### src/rtl/complex_mult_pipe.sv
// Pipelined complex multiplier with optional conjugate, scaling shift and saturation.
// Define CMULT_ROUND_EN to round half up before the shift; otherwise the shift truncates.
module complex_mult_pipe #(
  parameter int A_WIDTH   = 18,
  parameter int B_WIDTH   = 17,
  parameter int OUT_WIDTH = 35,
  parameter int SHIFT     = 0
) (
  input  logic                        i_clk,
  input  logic                        i_rst_n,
  input  logic                        i_valid,
  input  logic                        i_conj,
  input  logic signed [A_WIDTH-1:0]   i_ar,
  input  logic signed [A_WIDTH-1:0]   i_ai,
  input  logic signed [B_WIDTH-1:0]   i_br,
  input  logic signed [B_WIDTH-1:0]   i_bi,
  input  logic                        i_sat_clr,
  output logic                        o_valid,
  output logic signed [OUT_WIDTH-1:0] o_pr,
  output logic signed [OUT_WIDTH-1:0] o_pi,
  output logic                        o_sat,
  output logic [15:0]                 o_sat_cnt
);

  localparam int PW       = A_WIDTH + B_WIDTH;
  localparam int P        = PW + 1;
  localparam int SHIFT_M1 = (SHIFT > 0) ? SHIFT - 1 : 0;

  // Scaling works in P+1 bits so the rounding add can never wrap.
`ifdef CMULT_ROUND_EN
  localparam logic signed [P:0] RND = (SHIFT > 0) ? ((P+1)'(1) << SHIFT_M1) : '0;
`else
  localparam logic signed [P:0] RND = '0;
`endif
  localparam logic signed [P:0] MAX_V = {{(P+2-OUT_WIDTH){1'b0}}, {(OUT_WIDTH-1){1'b1}}};
  localparam logic signed [P:0] MIN_V = {{(P+2-OUT_WIDTH){1'b1}}, {(OUT_WIDTH-1){1'b0}}};

  // Returns {clipped, value}.
  function automatic logic [OUT_WIDTH:0] scale(input logic signed [P-1:0] x);
    logic signed [P:0] shf;
    shf = ((P+1)'(x) + RND) >>> SHIFT;
    if (shf > MAX_V)      return {1'b1, OUT_WIDTH'(MAX_V)};
    else if (shf < MIN_V) return {1'b1, OUT_WIDTH'(MIN_V)};
    else                  return {1'b0, OUT_WIDTH'(shf)};
  endfunction

  // Stage 1: input register
  logic                      v1_q, v1_d, conj1_q, conj1_d;
  logic signed [A_WIDTH-1:0] ar1_q, ar1_d, ai1_q, ai1_d;
  logic signed [B_WIDTH-1:0] br1_q, br1_d, bi1_q, bi1_d;
  // Stage 2: partial products
  logic                      v2_q, v2_d, conj2_q, conj2_d;
  logic signed [PW-1:0]      rr_q, rr_d, ii_q, ii_d, ri_q, ri_d, ir_q, ir_d;
  // Stage 3: full-precision sums
  logic                      v3_q, v3_d;
  logic signed [P-1:0]       pr3_q, pr3_d, pi3_q, pi3_d;
  // Stage 4: scaled outputs
  logic                      o_valid_q, o_valid_d, o_sat_q, o_sat_d;
  logic signed [OUT_WIDTH-1:0] o_pr_q, o_pr_d, o_pi_q, o_pi_d;
  logic [15:0]               sat_cnt_q, sat_cnt_d;
  logic [OUT_WIDTH:0]        pr_scaled, pi_scaled;
  logic                      sat_any;

  // NOTE: every signal assigned in always_comb gets a value on every path, so no latch is inferred.
  always_comb begin
    v1_d    = i_valid;
    conj1_d = i_conj;
    ar1_d   = i_ar;
    ai1_d   = i_ai;
    br1_d   = i_br;
    bi1_d   = i_bi;

    v2_d    = v1_q;
    conj2_d = conj1_q;
    rr_d    = PW'(ar1_q) * PW'(br1_q);
    ii_d    = PW'(ai1_q) * PW'(bi1_q);
    ri_d    = PW'(ar1_q) * PW'(bi1_q);
    ir_d    = PW'(ai1_q) * PW'(br1_q);

    v3_d = v2_q;
    if (conj2_q) begin
      pr3_d = P'(rr_q) + P'(ii_q);
      pi3_d = P'(ir_q) - P'(ri_q);
    end else begin
      pr3_d = P'(rr_q) - P'(ii_q);
      pi3_d = P'(ri_q) + P'(ir_q);
    end

    pr_scaled = scale(pr3_q);
    pi_scaled = scale(pi3_q);
    sat_any   = pr_scaled[OUT_WIDTH] | pi_scaled[OUT_WIDTH];

    o_valid_d = v3_q;
    o_pr_d    = v3_q ? pr_scaled[OUT_WIDTH-1:0] : o_pr_q;
    o_pi_d    = v3_q ? pi_scaled[OUT_WIDTH-1:0] : o_pi_q;
    o_sat_d   = v3_q ? sat_any : o_sat_q;

    // The counter includes the sample being registered; clear has priority.
    sat_cnt_d = sat_cnt_q;
    if (i_sat_clr)
      sat_cnt_d = '0;
    else if (v3_q && sat_any && sat_cnt_q != 16'hFFFF)
      sat_cnt_d = sat_cnt_q + 16'd1;
  end

  // NOTE: datapath registers carry no reset; only the valid bits and outputs need a defined value.
  always_ff @(posedge i_clk) begin
    conj1_q <= conj1_d;
    ar1_q   <= ar1_d;
    ai1_q   <= ai1_d;
    br1_q   <= br1_d;
    bi1_q   <= bi1_d;
    conj2_q <= conj2_d;
    rr_q    <= rr_d;
    ii_q    <= ii_d;
    ri_q    <= ri_d;
    ir_q    <= ir_d;
    pr3_q   <= pr3_d;
    pi3_q   <= pi3_d;
  end

  // NOTE: sequential state uses non-blocking assignments so all stages advance together.
  always_ff @(posedge i_clk or negedge i_rst_n) begin
    if (!i_rst_n) begin
      v1_q      <= 1'b0;
      v2_q      <= 1'b0;
      v3_q      <= 1'b0;
      o_valid_q <= 1'b0;
      o_pr_q    <= '0;
      o_pi_q    <= '0;
      o_sat_q   <= 1'b0;
      sat_cnt_q <= '0;
    end else begin
      v1_q      <= v1_d;
      v2_q      <= v2_d;
      v3_q      <= v3_d;
      o_valid_q <= o_valid_d;
      o_pr_q    <= o_pr_d;
      o_pi_q    <= o_pi_d;
      o_sat_q   <= o_sat_d;
      sat_cnt_q <= sat_cnt_d;
    end
  end

  assign o_valid   = o_valid_q;
  assign o_pr      = o_pr_q;
  assign o_pi      = o_pi_q;
  assign o_sat     = o_sat_q;
  assign o_sat_cnt = sat_cnt_q;

endmodule

### config.mk
export PLATFORM = sky130hd
export DESIGN_NAME = complex_mult_pipe
export DESIGN_NICKNAME = d
export VERILOG_FILES = /design/src/rtl/complex_mult_pipe.sv
export SDC_FILE = /design/constraint.sdc
export NUM_CORES = 2
export LEC_CHECK = 0
export ABC_AREA = 1
export CAP_MARGIN = 10
export CORE_MARGIN = 5
export CORE_UTILIZATION = 70
export DETAILED_ROUTE_END_ITERATION = 7
export DONT_BUFFER_PORTS = 1
export GPL_TIMING_DRIVEN = 0
export HOLD_SLACK_MARGIN = 0.1
export MAX_ROUTING_LAYER = met4
export PLACE_DENSITY_LB_ADDON = 0.1
export REMOVE_ABC_BUFFERS = 1
export SYNTH_ARGS = -nofsm -noshare
export SYNTH_HDL_FRONTEND = slang
export SYNTH_SLANG_ARGS = --single-unit
### constraint.sdc
create_clock -name i_clk -period 10.7 [get_ports i_clk]
set_clock_uncertainty 0.1 [all_clocks]
set_input_delay 1.605 -clock i_clk [delete_from_list [all_inputs] [get_ports i_clk]]
set_output_delay 1.605 -clock i_clk [all_outputs]
set_load 0.01 [all_outputs]
* Word level (Yosys, flattened, before mapping)
Cells that the tools add are included.
** Word-level totals
- Register bits :: 375
- Bits of input ports :: 75
- Output and inout port bits :: 88
** Operators by class
- Add/sub/neg operators :: 5
- $mul :: 4
- $lt $le $gt $ge :: 4
- Eq/ne operators :: 1
- Mux-type cells :: 8
- Bitwise operators :: 1
- Reduce and logical (&&, ||, !) cells :: 3
** Operator list (count)
- 36-bit two-way mux :: 6
- 18-bit by 17-bit multiplier with 35-bit output :: 4
- 35-bit by 35-bit adder with 36-bit output :: 2
- 36-bit by 35-bit greater-than comparator with 1-bit output (second input constant) :: 2
- 36-bit by 35-bit less-than comparator with 1-bit output (second input constant) :: 2
- 35-bit by 35-bit subtractor with 36-bit output :: 2
- 16-bit two-way mux :: 2
- 16-bit by 1-bit adder with 16-bit output (second input constant) :: 1
- 16-bit inequality test (second input constant) :: 1
- 1-bit logical AND :: 2
- 2-bit nonzero test :: 1
- 1-bit bitwise OR :: 1

* Logic depth before layout (Yosys ltp)
- Depth after elaboration :: 8
- Mapped depth :: 28
- Depth with buffers taken out :: 26

* Worst setup path before layout
Ideal clock, no wire load.
- Path type :: flip-flop to flip-flop
- Start :: reg ar1_q[17]
- End :: reg ri_q[28]
- Library setup time :: 113 ps
- Data arrival time :: 5514 ps
- Data required time :: 10487 ps
- Setup slack :: 4973 ps
- Cell stages (with the launch flop) :: 24
- Buffers on the path :: 2
- Period minus slack after synthesis :: 5727 ps
- Cells stage by stage :: dfxtp_1 > clkbuf_1 > clkbuf_1 > nand2_1 > inv_1 > fa_1 > fa_1 > fa_1 > fa_1 > fa_1 > inv_1 > fa_1 > inv_1 > ha_1 > nand2_2 > nor2_4 > inv_2 > nor2_4 > nand3_1 > or2_0 > nand3_2 > nand2_1 > inv_1 > nor2_1
** Between the ends
- Cells in the longest elaborated chain, start to end :: 1
** Ends and longest elaborated chain
- start, declared :: line 49 : logic signed [A_WIDTH-1:0] ar1_q, ar1_d, ai1_q, ai1_d;
- start signal, assigned :: line 109 : ar1_q <= ar1_d;
- 18-bit by 17-bit multiplier with 35-bit output :: line 77 : ri_d = PW'(ar1_q) * PW'(bi1_q);
- named net ri_d[28] :: line 53 : logic signed [PW-1:0] rr_q, rr_d, ii_q, ii_d, ri_q, ri_d, ir_q, ir_d;
- end signal, assigned :: line 116 : ri_q <= ri_d;
- end, declared :: line 53
The timed path passes the listed nets, and every way through them passes these cells.
A chain may end at the register's enable or synchronous reset.

* Final worst setup path
- Start :: reg br1_q[2]
- End :: reg ir_q[28]
** Between the ends
- Cells in the longest elaborated chain, start to end :: 1
** Ends and longest elaborated chain
- start, declared :: line 50 : logic signed [B_WIDTH-1:0] br1_q, br1_d, bi1_q, bi1_d;
- start signal, assigned :: line 111 : br1_q <= br1_d;
- 18-bit by 17-bit multiplier with 35-bit output :: line 78 : ir_d = PW'(ai1_q) * PW'(br1_q);
- named net ir_d[28] :: line 53
- end signal, assigned :: line 117 : ir_q <= ir_d;
- end, declared :: line 53
The timed path passes the listed nets, and every way through them passes these cells.

==> flow_summary_export.csv <==
group,metric,value,unit
placement,post-place-ws,3.186,ns
worst_setup_path,cp-end-kind,"flip-flop",
final_layout,fillers,6996,
synthesis,yosys_warnings,0,
drt,via_count,52640,
outcome,outcome,"complete, no violations",
drt,drt-vias-per-instance,5.549,
worst_hold_path,min_from,"conj1_q$_DFF_P_",
worst_setup_path,crit_type,"flip-flop to flip-flop",
drt,antenna_left,0,
final_layout,area_growth,4.048,%
timing,max-slew-margin-rel,21.25,%
worst_hold_path,hold_path.class,"flip-flop to flip-flop",
placement,hpwl,147300,um
worst_hold_path,min_path_cells,0,
clocking,cts_setup_buffers,0,
floorplan,start_util,70.23,%
drt,postRouteWirelength,182400,um
worst_setup_path,cp_max_fo,36,
synthesis,synth-seq-cells,375,
synthesis,avgSynthCellArea,7.749,um2
floorplan,core,93050,um2
timing,fin_crit,7.246,ns
floorplan,dieArea,99560,um2
worst_setup_path,crit_start,"br1_q[2]$_DFF_P_",
global_routing,grt_util_all_layers,39.00,%
worst_setup_path,r2r-start,"br1_q[2]$_DFF_P_",
clocking,numCtsBuffers,43,
worst_setup_path,r2r_end,"ir_q[28]$_DFF_P_",
final_layout,final_layout_size_suffix_gt1_share,3.197,%
global_routing,antenna_found_initial,7,
timing,fmax,138.0,MHz
worst_setup_path,path_cells,"nand2_1 > inv_1 > fa_1 > fa_1 > fa_1 > fa_1 > fa_1 > inv_1 > fa_1 > inv_1 > ha_1 > nand2_1 > nor2_2 > inv_1 > nor2_1 > nand3_1 > o211ai_2 > nor2_1 > nor2_1",
timing,fin_crit_sh,67.72,%
synthesis,syn_area,65340,um2
job,drv_cap,0,
worst_hold_path,min_to,"conj2_q$_DFF_P_",
final_layout,nets,9934,
clocking,cts_root_buffer,"clkbuf_16",
placement,portBuffers,0,
clocking,cts.repair.resized,0,
synthesis,synth_edf_count,0,
synthesis,ys_seq_area_share,12.19,%
global_routing,grt_overflow,0,
clocking,cts_hold_buf,0,
worst_setup_path,regToRegSetupSlack,3.45,ns
worst_setup_path,cp-start-kind,"flip-flop",
worst_setup_path,crit_top_cell,"fa_1",
worst_setup_path,ff2ff_path_depth,19,
drt,drc_errors,0,
worst_setup_path,cp.required,11.06,ns
timing,maxSlewViolCount,0,
synthesis,synth_cells,8433,
worst_setup_path,cp_top_family,"adder cells",
timing,setup-tns-final,0,ns
timing,setup_slack,3.454,ns
clocking,htreeDepth,2,
timing,grt_setup_unrepaired,"no",
drt,drt_first_pass_iters,6,
clocking,path_clk_slew,0.08,ns
placement,gp_congestion,0.9881,
global_routing,grt_pass1_vias,56650,
floorplan,ios,163,
global_routing,grt_first_pass_wirelength,296900,um
drt,post_drt_wl_per_cell,19.23,um
timing,hold_violations,0,
drt,drt_iter0_markers,4744,
clocking,clk_latency,0.65,ns
worst_setup_path,slowest_delay,0.97,ns
clocking,cts.sinks,375,
clocking,cts_buffer_depth,3,
synthesis,synthFlopType,"dfxtp_1",
global_routing,grt_max_degree,92,
floorplan,rows,112,
timing,setup_viol,0,
synthesis,synth_cell_types,51,
floorplan,die_h,315.5,um
floorplan,die_width,315.5,um
clocking,cts_tree,"done",
worst_setup_path,worst_ep_arrival_time,7.60,ns
synthesis,async_flop_share,24.27,%
timing,worst_pin_slew,1.178,ns
worst_setup_path,worst-path-buf-inv,4,
final_layout,utilization,73.07,%
worst_setup_path,crit_path_top_delay_cell,"dfxtp_2",
through the flow:
| step | hold slack, ns | cell area (um2) | std cells |
|---|---|---|---|
| floorplan | 0.2096 | 64170 | 8122 |
| global placement | 0.2113 | 65740 | 9376 |
| detailed placement | 0.2200 | 66370 | 9400 |
| CTS | 0.2354 | 67950 | 9480 |
| global route | 0.2473 | 67980 | 9484 |
| finish | 0.2333 | 67990 | 9487 |
cells in the mapped netlist, types with 13 or more instances:
library cell / instances / area share (%)
inv_1: 2369 / 14
nand2_1: 1996 / 11
fa_1: 1246 / 38
nor2_1: 508 / 2.9
ha_1: 421 / 8.1
clkbuf_1: 307 / 1.8
dfxtp_1: 284 / 8.7
a21oi_1: 234 / 1.8
nand3_1: 198 / 1.5
xor2_1: 181 / 2.4
o21ai_0: 133 / 1.0
dfrtp_1: 91 / 3.5
o22ai_1: 68 / 0.65
nand4_1: 56 / 0.54
xnor2_1: 54 / 0.72
nor3_1: 34 / 0.26
o21bai_1: 27 / 0.31
a21o_1: 20 / 0.23
nor2_2: 14 / 0.13
a21boi_0: 13 / 0.15
nand2_2: 13 / 0.12
nor3_2: 13 / 0.20
worst reg2reg max path: stages (launching register included):
cell,delay [ns]
dfxtp_2,0.97
nand2_1,0.30
inv_1,0.20
fa_1,0.57
fa_1,0.92
fa_1,0.53
fa_1,0.52
fa_1,0.50
inv_1,0.05
fa_1,0.47
inv_1,0.04
ha_1,0.44
nand2_1,0.18
nor2_2,0.23
inv_1,0.06
nor2_1,0.15
nand3_1,0.10
o211ai_2,0.19
nor2_1,0.05
nor2_1,0.47
metal layers:
layer | global-route usage (%) | vias to the layer above | wire length, um
li1 | - | 23800 | -
met1 | 49.40 | 25590 | 70690
met2 | 61.48 | 2641 | 83500
met3 | 6.685 | 616 | 16590
met4 | 19.28 | 0 | 11620
met5 | - | - | 0
area by class of cell:
| type | instances | area (um2) | share of cell area, % |
|---|---|---|---|
| diodes | 6 | 15.01 | 0.02208 |
| inverters | 2376 | 8920 | 13.12 |
| clock buffers | 54 | 1197 | 1.761 |
| multi-input cells | 5371 | 47290 | 69.55 |
| flip-flops and latches | 375 | 8045 | 11.83 |
| well taps | 1254 | 1569 | 2.308 |
| repair buffers | 25 | 583.1 | 0.8576 |
| clock inverters | 26 | 372.9 | 0.5484 |
cells in the final DEF, fill, tap and decap left out, types with 54 or more instances in the layout:
cell type / count
xnor2_1: 54
nand3_1: 198
inv_1: 2369
dfxtp_2: 65
o21ai_0: 133
dfrtp_1: 90
o22ai_1: 68
dfxtp_1: 219
nor2_1: 508
xor2_1: 181
nand4_1: 56
fa_1: 1246
ha_1: 421
nand2_1: 1996
a21oi_1: 234
worst max-delay path by stage:
| stage | endpoint | slack, ns | depth (start not counted) |
|---|---|---|---|
| 2_1_floorplan | ri_q[28]$_DFF_P_ | 4.79 | 21 |
| 3_3_place_gp | ir_q[28]$_DFF_P_ | 3.01 | 19 |
| 3_5_place_dp | ir_q[28]$_DFF_P_ | 3.19 | 19 |
| 4_1_cts | ir_q[28]$_DFF_P_ | 3.16 | 19 |
| 5_1_grt | ir_q[28]$_DFF_P_ | 3.20 | 19 |
| 6_report | ir_q[28]$_DFF_P_ | 3.45 | 19 |
cell families after synthesis:
group / after synthesis / share of synthesized area, %
multiplexers: 1 / 0.01723
buffers and inverters: 2687 / 15.45
AND/OR/NAND/NOR: 2908 / 18.07
AO/OA/AOI/OAI: 559 / 4.869
flip-flops: 375 / 12.19
adder cells (fa/ha/maj): 1667 / 46.23
XOR/XNOR: 236 / 3.175
registers in the layout, summed over array words and instances, names as in the netlist, 16 cells and up:
signal     flops
pi3_q         36
bi1_q         17
rr_q          35
ri_q          35
ii_q          35
o_pr          35
ir_q          35
ai1_q         18
o_sat_cnt     16
pr3_q         36
br1_q         17
o_pi          35
ar1_q         18
Power is left out: the tool's default activity adds up to more than one toggle a clock period on the data nets, which glitch-free logic cannot reach.
